[src/rtl/mc_main_control.sv]
// Moore control FSM for the multi-cycle MIPS datapath.
// Steps each instruction through fetch/decode/execute/memory/writeback and
// drives every datapath enable and mux select from the current state only.
//
// state   | meaning
// --------+-----------------------------------------------
// IDLE    | post-reset, all outputs low
// FETCH   | read instruction, load IR, PC <= PC + 4
// DECODE  | compute branch target into ALUOut, dispatch on Op
// MEMADR  | effective address = A + sign-extended imm
// MEMRD   | read data memory at ALUOut
// MEMWB   | rt <= MDR
// MEMWR   | write B to data memory at ALUOut
// EXEC    | R-type ALU operation on A, B
// RWB     | rd <= ALUOut
// BRANCH  | compare A, B; PC <= ALUOut if equal
// JUMP    | PC <= jump target
// JR      | PC <= register A
// ADDIEX  | A + sign-extended imm
// ADDIWB  | rt <= ALUOut
module mc_main_control #(
  parameter logic [5:0] OP_RTYPE = 6'b000000,
  parameter logic [5:0] OP_LW    = 6'b100011,
  parameter logic [5:0] OP_SW    = 6'b101011,
  parameter logic [5:0] OP_BEQ   = 6'b000100,
  parameter logic [5:0] OP_J     = 6'b000010,
  parameter logic [5:0] OP_ADDI  = 6'b001000,
  parameter logic [5:0] FN_JR    = 6'b001000
) (
  input  logic       clk,
  input  logic       reset,
  input  logic [5:0] Op,
  input  logic [5:0] Funct,
  output logic       PCWrite,
  output logic       PCWriteCond,
  output logic       jr_control,
  output logic       IorD,
  output logic       MemRead,
  output logic       MemWrite,
  output logic       IRWrite,
  output logic       MemtoReg,
  output logic       RegDst,
  output logic       RegWrite,
  output logic       ALUSrcA,
  output logic [1:0] ALUSrcB,
  output logic [1:0] ALUOp,
  output logic [1:0] PCSource,
  output logic [3:0] State
);

  typedef enum logic [3:0] {
    S_IDLE   = 4'd0,
    S_FETCH  = 4'd1,
    S_DECODE = 4'd2,
    S_MEMADR = 4'd3,
    S_MEMRD  = 4'd4,
    S_MEMWB  = 4'd5,
    S_MEMWR  = 4'd6,
    S_EXEC   = 4'd7,
    S_RWB    = 4'd8,
    S_BRANCH = 4'd9,
    S_JUMP   = 4'd10,
    S_JR     = 4'd11,
    S_ADDIEX = 4'd12,
    S_ADDIWB = 4'd13
  } state_t;

  state_t state, next_state;

  assign State = state;

  // State register; reset clears to IDLE without waiting for a clock edge.
  always_ff @(posedge clk or posedge reset) begin
    if (reset) state <= S_IDLE;
    else       state <= next_state;
  end

  // Next-state logic; Op/Funct only matter in DECODE and MEMADR.
  always_comb begin
    next_state = S_FETCH;
    case (state)
      S_IDLE:   next_state = S_FETCH;
      S_FETCH:  next_state = S_DECODE;
      S_DECODE: begin
        if (Op == OP_LW || Op == OP_SW)   next_state = S_MEMADR;
        else if (Op == OP_RTYPE)          next_state = (Funct == FN_JR) ? S_JR : S_EXEC;
        else if (Op == OP_BEQ)            next_state = S_BRANCH;
        else if (Op == OP_J)              next_state = S_JUMP;
        else if (Op == OP_ADDI)           next_state = S_ADDIEX;
        else                              next_state = S_FETCH;  // undefined opcode: NOP
      end
      S_MEMADR: next_state = (Op == OP_LW) ? S_MEMRD : S_MEMWR;
      S_MEMRD:  next_state = S_MEMWB;
      S_EXEC:   next_state = S_RWB;
      S_ADDIEX: next_state = S_ADDIWB;
      default:  next_state = S_FETCH;  // writeback/PC states and illegal 14/15
    endcase
  end

  // Moore output decode; anything not set in a state stays 0.
  always_comb begin
    PCWrite     = 1'b0;
    PCWriteCond = 1'b0;
    jr_control  = 1'b0;
    IorD        = 1'b0;
    MemRead     = 1'b0;
    MemWrite    = 1'b0;
    IRWrite     = 1'b0;
    MemtoReg    = 1'b0;
    RegDst      = 1'b0;
    RegWrite    = 1'b0;
    ALUSrcA     = 1'b0;
    ALUSrcB     = 2'b00;
    ALUOp       = 2'b00;
    PCSource    = 2'b00;
    case (state)
      S_FETCH: begin
        MemRead = 1'b1;
        IRWrite = 1'b1;
        ALUSrcB = 2'b01;
        PCWrite = 1'b1;
      end
      S_DECODE: ALUSrcB = 2'b11;
      S_MEMADR: begin
        ALUSrcA = 1'b1;
        ALUSrcB = 2'b10;
      end
      S_MEMRD: begin
        MemRead = 1'b1;
        IorD    = 1'b1;
      end
      S_MEMWB: begin
        RegWrite = 1'b1;
        MemtoReg = 1'b1;
      end
      S_MEMWR: begin
        MemWrite = 1'b1;
        IorD     = 1'b1;
      end
      S_EXEC: begin
        ALUSrcA = 1'b1;
        ALUOp   = 2'b10;
      end
      S_RWB: begin
        RegWrite = 1'b1;
        RegDst   = 1'b1;
      end
      S_BRANCH: begin
        ALUSrcA     = 1'b1;
        ALUOp       = 2'b01;
        PCWriteCond = 1'b1;
        PCSource    = 2'b01;
      end
      S_JUMP: begin
        PCWrite  = 1'b1;
        PCSource = 2'b10;
      end
      S_JR: begin
        jr_control = 1'b1;
        PCSource   = 2'b11;
      end
      S_ADDIEX: begin
        ALUSrcA = 1'b1;
        ALUSrcB = 2'b10;
      end
      S_ADDIWB: RegWrite = 1'b1;
      default: ;
    endcase
  end

endmodule

[config.mk]
export PLATFORM = sky130hd
export DESIGN_NAME = mc_main_control
export DESIGN_NICKNAME = d
export VERILOG_FILES = /design/src/rtl/mc_main_control.sv
export SDC_FILE = /design/constraint.sdc
export NUM_CORES = 1
export LEC_CHECK = 0
export ABC_AREA = 1
export BUFFER_PORTS_ARGS = -buffer_cell sky130_fd_sc_hd__buf_2
export CAP_MARGIN = 20
export CORE_AREA = 2 2 41 43
export DETAILED_ROUTE_END_ITERATION = 10
export DIE_AREA = 0 0 43 45
export GPL_ROUTABILITY_DRIVEN = 0
export PLACE_DENSITY = 0.73
export SYNTH_ARGS = -nofsm -noshare
export SYNTH_HDL_FRONTEND = slang
export SYNTH_SLANG_ARGS = --single-unit
export TNS_END_PERCENT = 20
[constraint.sdc]
create_clock -name clk -period 1.05 [get_ports clk]
set_input_delay 0.0525 -clock clk [delete_from_list [all_inputs] [get_ports clk]]
set_output_delay 0.0525 -clock clk [all_outputs]
set_load 0.02 [all_outputs]
# [After elaboration in Yosys (flattened, before gate mapping)]
# Index checks and enable logic that the tools add are counted.
[word_totals] register_bits=4 input_bits=14 output_inout_bits=21 word_cells=50
[op_classes] n_eq_ne=19 muxes=22 n_reduce_logical=8
[op_table] op="$eq A4 B4 Y1 const B" count=6
[op_table] op="$mux W4" count=6
[op_table] op="$pmux W4 S6" count=1
[op_table] op="$eq A4 B3 Y1 const B" count=4
[op_table] op="$eq A6 B4 Y1 const B" count=2
[op_table] op="$eq A6 B6 Y1 const B" count=2
[op_table] op="$pmux W2 S3" count=2
[op_table] op="$mux W1" count=11
[op_table] op="$eq A4 B2 Y1 const B" count=2
[op_table] op="$reduce_or A2 Y1" count=4
[op_table] op="$eq A6 B2 Y1 const B" count=1
[op_table] op="$eq A6 B3 Y1 const B" count=1
[op_table] op="$logic_not A6 Y1" count=1
[op_table] op="$eq A4 B1 Y1 const B" count=1
[op_table] op="$pmux W2 S2" count=1
[op_table] op="$reduce_or A4 Y1" count=1
[op_table] op="$reduce_or A3 Y1" count=1
[op_table] op="$mux W2" count=1
[op_table] op="$logic_or A1 B1 Y1" count=1

# [Logic depth before layout (Yosys ltp)]
# Gate-level depths: netlist (run 1).
[depth] word_depth=7 depth_mapped=7 mapped_depth_nobuf=7

# [Worst setup path before layout (run 1)]
# OpenSTA, ideal clock, no wires.
[synth_path] kind="reg-to-output" from="reg state[3] (netlist: State[3])" to="out PCWrite" arrival_time_ps=1311 required_time_ps=998 path_slack_ps=-314 stages_incl_launch_ff=5 path_buffers=0 cell_sequence="dfrtp_1 -> inv_1 -> nor2_1 -> inv_1 -> o21ai_0"
[synth_via] elab_chain_cells=3 word_cells_on_any_way=4 classes_between="eq/ne (2); mux (1); reduce/logical (1)"
[synth_rtl] item="start, declared" line_no="68" source="state_t state, next_state;"
[synth_rtl] item="start signal, assigned" line_no="75" source="else state <= next_state;"
[synth_rtl] item="$eq A4 B1 Y1 or $eq A4 B4 Y1 (tied branches)" line_no="116" source="case (state)"
[synth_rtl] item="$reduce_or A2 Y1 (no line) *"
[synth_rtl] item="$mux W1 *" line_no="116"
[synth_rtl] item="end, declared" line_no="34" source="output logic PCWrite,"
# Mark *: on every way between the ends. The rest lies on a longest branch, timed or not.

# [Worst setup path in the final report (run 1)]
[layout_path] from="reg state[3] (netlist: State[3])" to="out ALUSrcB[1]"
[layout_via] elab_chain_cells=3 word_cells_on_any_way=6 classes_between="eq/ne (4); mux (1); reduce/logical (1)"
[layout_rtl] item="$eq A4 B4 Y1 or $eq A4 B2 Y1 (tied branches)" line_no="116"
[layout_rtl] item="$reduce_or A2 Y1 (no line)"
[layout_rtl] item="$pmux W2 S3 *" line_no="116"
[layout_rtl] item="end, declared" line_no="45" source="output logic [1:0] ALUSrcB,"
# Marks and branches as above.

==> results of run 1 <==
cells by family (layout without fill, tap and decap cells):
family	Yosys count	after routing	synth area share (%)
AND/OR/NAND/NOR	58	58	56.8
buffers and inverters	23	80	18.4
AO/OA/AOI/OAI	4	4	4.35
flip-flops	4	4	20.5
cell usage in the layout, fill, tap and decap left out, types with 4 or more instances in the layout:
| master | n |
|---|---|
| sky130_fd_sc_hd__dfrtp_2 | 4 |
| sky130_fd_sc_hd__buf_6 | 8 |
| sky130_fd_sc_hd__inv_1 | 14 |
| sky130_fd_sc_hd__nand3_1 | 11 |
| sky130_fd_sc_hd__nand2_2 | 4 |
| sky130_fd_sc_hd__nor2_2 | 7 |
| sky130_fd_sc_hd__buf_4 | 25 |
| sky130_fd_sc_hd__nand2_1 | 11 |
| sky130_fd_sc_hd__nor2_1 | 16 |
| sky130_fd_sc_hd__buf_2 | 21 |
| sky130_fd_sc_hd__inv_2 | 7 |
power by group:
part | switching (W) | leakage, nW | internal (W)
Combinational | 0.00127 | 0.544 | 0.00113
Clock | 0.0000610 | 0.0138 | 0.000128
Sequential | 0.000121 | 0.0453 | 0.000233
worst min-delay path by stage:
stage | start | end | cells past startpoint
2_1_floorplan | reset | State[0] | 1
3_3_place_gp | reset | State[1] | 2
3_5_place_dp | reset | State[0] | 2
4_1_cts | Op[4] | State[1] | 5
5_1_grt | Op[4] | State[1] | 5
6_report | Op[4] | State[1] | 5
worst register-to-register path, cell delays in order, from the launching register on:
cell and delay (ns):
sky130_fd_sc_hd__dfrtp_2 0.46, sky130_fd_sc_hd__nand2_2 0.15, sky130_fd_sc_hd__nor2_4 0.07, sky130_fd_sc_hd__buf_4 0.13, sky130_fd_sc_hd__buf_4 0.12, sky130_fd_sc_hd__a21oi_1 0.10
sky130_fd_sc_hd__nand2_1 0.07
metrics by stage:
| stage | worst slack (ns) | hold WS, ns | utilization (%) | power [W] | instances |
|---|---|---|---|---|---|
| finish | -0.304 | 0.178 | 66.9 | 0.00294 | 162 |
| global route | -0.369 | 0.204 | 66.9 | 0.00315 | 162 |
| CTS | -0.318 | 0.173 | 65.0 | 0.00285 | 161 |
| detailed placement | -0.118 | -0.0670 | 56.0 | 0.00224 | 154 |
| global placement | -0.0914 | -0.0693 | 56.0 | 0.00220 | 154 |
| floorplan | -0.0950 | -0.181 | - | 0.00144 | 89 |
what timing repair did:
item	4_1_cts	5_1_grt
setup buffers	3	1
hold endpoints to repair	4	0
pin swaps	4	3
gates resized for setup	29	6
setup endpoints to repair	21	23
hold buffers	1	0
synthesized netlist by cell type (all sizes together):
master and instances:
dfrtp 4, nand3b 1, o22ai 1, buf 1, nand3 14, nand2 16
inv 22, a21oi 1, nor2 26, nor3 1, o21ai 2
cell type report:
class / count / share of cell area (%)
timing repair buffer: 55 / 39.9
multi-input combinational: 62 / 36.5
sequential: 4 / 10.7
inverter: 22 / 8.64
clock buffer: 3 / 2.29
tap: 16 / 2.03
per-layer routing:
layer  vias to the layer above  routed length, µm  global-route usage, %
li1                        384                  -                      -
met5                         -                  0                      0
met4                         0                  0                   7.27
met2                        23                955                   39.1
met1                       312                561                   18.4
met3                         0                 77                   2.80
==> out/qor.tcl, run 1 <==
set qor(status) {complete, but fails checks}
set qor(failed_checks) {negative setup slack}
set qor(grt_antenna_before_repair) 0
set qor(timing_worst_slew_pin_value_ns) 0.247
set qor(syn-cell-area_um2) 489
set qor(min_path_type) {in -> reg}
set qor(share_of_post_route_cells_with_drive_strength_above_1_pct) 62.3
set qor(timing.critical_path.from_type) {register}
set qor(setup.worst_path.end) {ALUSrcB[1]}
set qor(drt-pass1-iter-count) 4
set qor(worst-endpoint-arrival_ns) 1.30
set qor(final_antenna_net_count) 0
set qor(clk_path_buf_depth) 2
set qor(critical_path_class) {reg -> out}
set qor(layout-area-overhead-vs-synth_pct) 101
set qor(wl_per_cell_um) 9.85
set qor(placed_area_um2) 823
set qor(count_of_buffering_cells_on_the_critical_path_with_inverters_included) 4
set qor(synthesis.instances) 89
set qor(synth_area_per_cell_um2) 5.50
set qor(drt_iter0_drc) 3
set qor(insertion_delay_ns) 0.23
set qor(htreeDepth) 1
set qor(cts.clk_slew.worst_paths_ns) 0.04
set qor(floorplan.rows) 14
set qor(via_count) 719
set qor(p_per_area_nw_per_um2) 2990
set qor(grt_pass1_vias) 696
set qor(wire_length_of_the_first_global_routing_pass_um) 2730
set qor(post-route-cell-area_um2) 985
set qor(cp_num_cells) 6
set qor(root_buffer) {sky130_fd_sc_hd__clkbuf_4}
set qor(placeableCoreArea_um2) 1470
set qor(maxCapViolations) 0
set qor(netlist.area_leader.share_pct) 20.5
set qor(finalHoldViolations) 0
set qor(tritoncts) {done}
set qor(syn_nets) 103
set qor(count_of_buffers_from_port_buffering) 34
set qor(congestion_overflow_gr) 0
set qor(drcViolationCount) 0
set qor(yosys.area.top_type) {sky130_fd_sc_hd__dfrtp_1}
set qor(floorplan.die.width_um) 43
set qor(tns_ns) -4.41
set qor(drt_via_density) 4.44
set qor(multi_input_gate_area_um2) 359
set qor(setup_repair_after_global_routing_missed_its_margin) {yes}
set qor(synth.yosys.seq_area_share_pct) 20.5
set qor(postSynthRegisterBits) 4
set qor(layout.area.seq_um2) 105
set qor(worstReg2RegEnd) {State[1]}
set qor(worst_setup_path_startpoint) {State[3]}
set qor(timing.critical_path.slowest_cell_delay_ns) 0.40
set qor(ordered_list_of_cells_on_the_worst_path) {inv_2 > buf_4 > nor3_4 > inv_1 > nand3b_1 > buf_6}
set qor(period_minus_slack_ns) 1.35
set qor(min_period_over_period_pct) 129
set qor(fp.dieArea_um2) 1940
set qor(regToRegSetupSlack_ns) -0.15
set qor(reg2regPathDepth) 6
set qor(cts.sinks) 4
set qor(detailedPlacementHpwl_um) 1240
set qor(floorplan.die.height_um) 45
set qor(final-setup-viol-count) 22
set qor(synth_cell_type_count) 16
set qor(path_delay_family) {flip-flops}
set qor(static-leakage-power_nw) 0.603
set qor(maxSlewViolCount) 0
set qor(num_io_pins) 35
set qor(cp.required_ns) 1.00
set qor(worstPathMaxFanout) 4
set qor(ys.warnings.count) 0
set qor(biggest_area_contributors_in_the_synthesized_netlist) {sky130_fd_sc_hd__dfrtp_1 20%, sky130_fd_sc_hd__nor2_1 16%, sky130_fd_sc_hd__inv_1 15%}
set qor(pin_count_of_the_biggest_net_entering_global_routing) 7
set qor(initial_utilization_pct) 33.2
set qor(fin_nets) 162
set qor(timing.final.ws_setup_ns) -0.304
set qor(grt_util_all_layers_pct) 18.8
set qor(clock_skew_ns) 0.00148
set qor(timing.rr.start) {State[0]}
set qor(nFillCells) 132
set qor(maxClockFrequency_mhz) 738
set qor(max_ffs_per_register) 4
set qor(worst_path_max_delay_cell) {sky130_fd_sc_hd__dfrtp_2}
set qor(antenna_cells) 0
set qor(postRouteWirelength_um) 1600
set qor(max_slew_margin_pct) 83.5
set qor(cts_inserted_buffers) 3
set qor(type_of_destination_of_the_critical_path) {output port}
set qor(vdd_ir_drop_max_mv) 1.42
Note: power is estimated with default switching activity, not from simulation.
==> run 2, diff against run 1 <==
Settings changed: CORE_AREA 2 2 41 43 to 2 2 39 41, DIE_AREA 0 0 43 45 to 0 0 41 43, PLACE_DENSITY 0.73 to 0.76.
Clock period 1.05 ns to 1.5 ns, I/O delays scaled along.
==> run 2 against run 1 <==
Effect of this change:
- sequential cell count is the same
- count of clock-buffer cells in the layout is the same
- sequential power shrank 36%
- critical path type unchanged
- power shrank 49%
- the flow now finishes without violations
- global-route usage shrank 3.1 points
- sequential share of layout area grew 3.0 points
==> out/qor.tcl, run 2 (same netlist as run 1, synthesis figures left out) <==
set qor(status) {finished clean}
set qor(cts.clk_slew.worst_paths_ns) 0.03 ;# about the same
set qor(grt_antenna_before_repair) 0 ;# unchanged
set qor(worst-endpoint-arrival_ns) 1.35 ;# +0.05 ns
set qor(setup_repair_after_global_routing_missed_its_margin) {yes}
set qor(final_core_util_pct) 54.2 ;# -13 points
set qor(period_minus_slack_ns) 1.42
set qor(max_slew_margin_pct) 84.1 ;# +0.59 points
set qor(pin_count_of_the_biggest_net_entering_global_routing) 8 ;# +1
set qor(root_buffer) {sky130_fd_sc_hd__clkbuf_4}
set qor(initial_utilization_pct) 35.4 ;# +2.1 points
set qor(share_of_post_route_cells_with_drive_strength_above_1_pct) 47.7 ;# -15 points
set qor(hold_path_start) {Op[4]}
set qor(floorplan.rows) 14 ;# unchanged
set qor(count_of_buffers_from_port_buffering) 34 ;# unchanged
set qor(detailedPlace.worstSlack_ns) 0.254 ;# +0.372 ns
set qor(insertion_delay_ns) 0.23 ;# about the same
set qor(mostFrequentLayoutCells) {31 x sky130_fd_sc_hd__buf_2, 18 x sky130_fd_sc_hd__nor2_1, 17 x sky130_fd_sc_hd__inv_1}
set qor(timing.rr.start) {State[0]}
set qor(worstHoldPathCells) 5 ;# unchanged
set qor(postRouteWirelength_um) 1310 ;# -18%
set qor(critical_path_class) {reg -> out}
set qor(regToRegSetupSlack_ns) 0.30 ;# +0.45 ns
set qor(clock_skew_ns) 0.00244 ;# +0.000959 ns
set qor(mostFrequentLayoutCell) {sky130_fd_sc_hd__buf_2}
set qor(via_count) 627 ;# -13%
set qor(htreeDepth) 1 ;# unchanged
set qor(worstHoldEndpoint) {State[1]}
set qor(maxSlewViolCount) 0 ;# unchanged
set qor(tritoncts) {done}
set qor(min_period_over_period_pct) 95.0
set qor(multi_input_gate_area_um2) 319 ;# -11%
set qor(max_ffs_per_register) 4 ;# unchanged
set qor(wire_length_of_the_first_global_routing_pass_um) 1840 ;# -33%
set qor(timing_worst_slew_pin_value_ns) 0.238 ;# -0.00889 ns
set qor(drt_iter0_drc) 5 ;# +2
set qor(cts_inserted_buffers) 3 ;# unchanged
set qor(static-leakage-power_nw) 0.483 ;# -20%
set qor(layout-area-overhead-vs-synth_pct) 53.2
set qor(floorplan.die.width_um) 41 ;# -4.7%
set qor(p_per_area_nw_per_um2) 2000 ;# -33%
set qor(fin_nets) 144 ;# -11%
set qor(worstPathMaxFanout) 5 ;# +1
set qor(num_io_pins) 35 ;# unchanged
set qor(clk_path_buf_depth) 2 ;# unchanged
set qor(grt_util_all_layers_pct) 15.6 ;# -3.1 points
set qor(type_of_destination_of_the_critical_path) {output port}
set qor(min_path_type) {in -> reg}
set qor(final_antenna_net_count) 0 ;# unchanged
set qor(drt-pass1-iter-count) 4 ;# unchanged
set qor(fp.dieArea_um2) 1760 ;# -8.9%
set qor(cts.sinks) 4 ;# unchanged
set qor(timing.final.ws_setup_ns) 0.0753 ;# +0.380 ns
set qor(vdd_ir_drop_max_mv) 0.709 ;# -50%
set qor(worstReg2RegEnd) {State[0]}
set qor(congestion_overflow_gr) 0 ;# unchanged
set qor(timing.critical_path.from_type) {register}
set qor(layout.area.seq_um2) 103 ;# -2.4%
set qor(placeableCoreArea_um2) 1380 ;# -6.0%
set qor(floorplan.die.height_um) 43 ;# -4.4%
set qor(wl_per_cell_um) 9.12 ;# -7.4%
set qor(tns_ns) 0 ;# +4.41 ns
set qor(final-setup-viol-count) 0 ;# -100%
set qor(nFillCells) 151 ;# +14%
set qor(finalHoldViolations) 0 ;# unchanged
set qor(antenna_cells) 0 ;# unchanged
set qor(cp.required_ns) 1.42 ;# +0.42 ns
set qor(maxClockFrequency_mhz) 702
set qor(reg2regPathDepth) 7 ;# +1
set qor(grt_pass1_vias) 474 ;# -32%
set qor(maxCapViolations) 0 ;# unchanged
set qor(drt_via_density) 4.35 ;# -1.9%
set qor(detailedPlacementHpwl_um) 1040 ;# -16%
set qor(drcViolationCount) 0 ;# unchanged
## run 2: cell count changes in the layout (fill, tap and decap cells not counted), sizes merged
cell,before,now
buf,54,36
## run 2: report_power, final
| part | switching [W] | internal (W) | total [W] | leakage (nW) |
|---|---|---|---|---|
| logic | 0.000737 | 0.000401 | 0.00114 | 0.421 |
| clock network | 0.0000392 | 0.0000892 | 0.000128 | 0.0138 |
| registers | 0.0000679 | 0.000160 | 0.000228 | 0.0483 |
## run 2: final cells by class
class	instances	share of cell area, %
multi-input cells	62	42.6
repair buffers	37	27.0
flip-flops and latches	4	13.7
inverters	22	11.0
well taps	16	2.67
clock buffers	3	3.01
## run 2: through the flow
step                      power, W  hold WS (ns)  cells  instance area (µm²)
after CTS                  0.00137         0.201    142                  704
after global placement     0.00122       -0.0470    138                  672
after global routing       0.00163         0.223    144                  749
final                      0.00150         0.212    144                  749
after detailed placement   0.00123       -0.0443    138                  672
after floorplan           0.000939        -0.159     89                  489
## run 2: timing repair
action,4_1_cts,5_1_grt
buffers inserted,0,2
hold buffers,1,0
gates resized for setup,0,14
hold endpoints to repair,4,0
setup endpoints to repair,0,7
## run 2: how the worst max path moves through the flow
stage | from | end | slack [ns] | cells past startpoint
after floorplan | State[3] | PCWrite | 0.11 | 4
after global placement | State[0] | ALUSrcA | 0.25 | 6
after detailed placement | State[0] | ALUSrcA | 0.25 | 6
after CTS | State[0] | ALUSrcA | 0.0006 | 6
after global routing | State[1] | MemRead | -0.01 | 6
final | State[1] | MemRead | 0.08 | 6
## run 2: critical path, cell delays in order (launching register included)
cell                      delay, ns
sky130_fd_sc_hd__dfrtp_2       0.44
sky130_fd_sc_hd__inv_1         0.12
sky130_fd_sc_hd__nand2_2       0.10
sky130_fd_sc_hd__nor2_4        0.16
sky130_fd_sc_hd__inv_1         0.06
sky130_fd_sc_hd__o21ai_0       0.06
sky130_fd_sc_hd__buf_2         0.18
## run 2: routing by layer
metal / vias up / wire length [µm] / GRT usage [%] / part of all wire (%)
met5: - / 0 / 0 / 0
met4: 0 / 0 / 10.0 / 0
met3: 0 / 108 / 3.14 / 8.2
met2: 24 / 684 / 26.6 / 52
met1: 258 / 520 / 16.0 / 40
li1: 345 / - / - / -
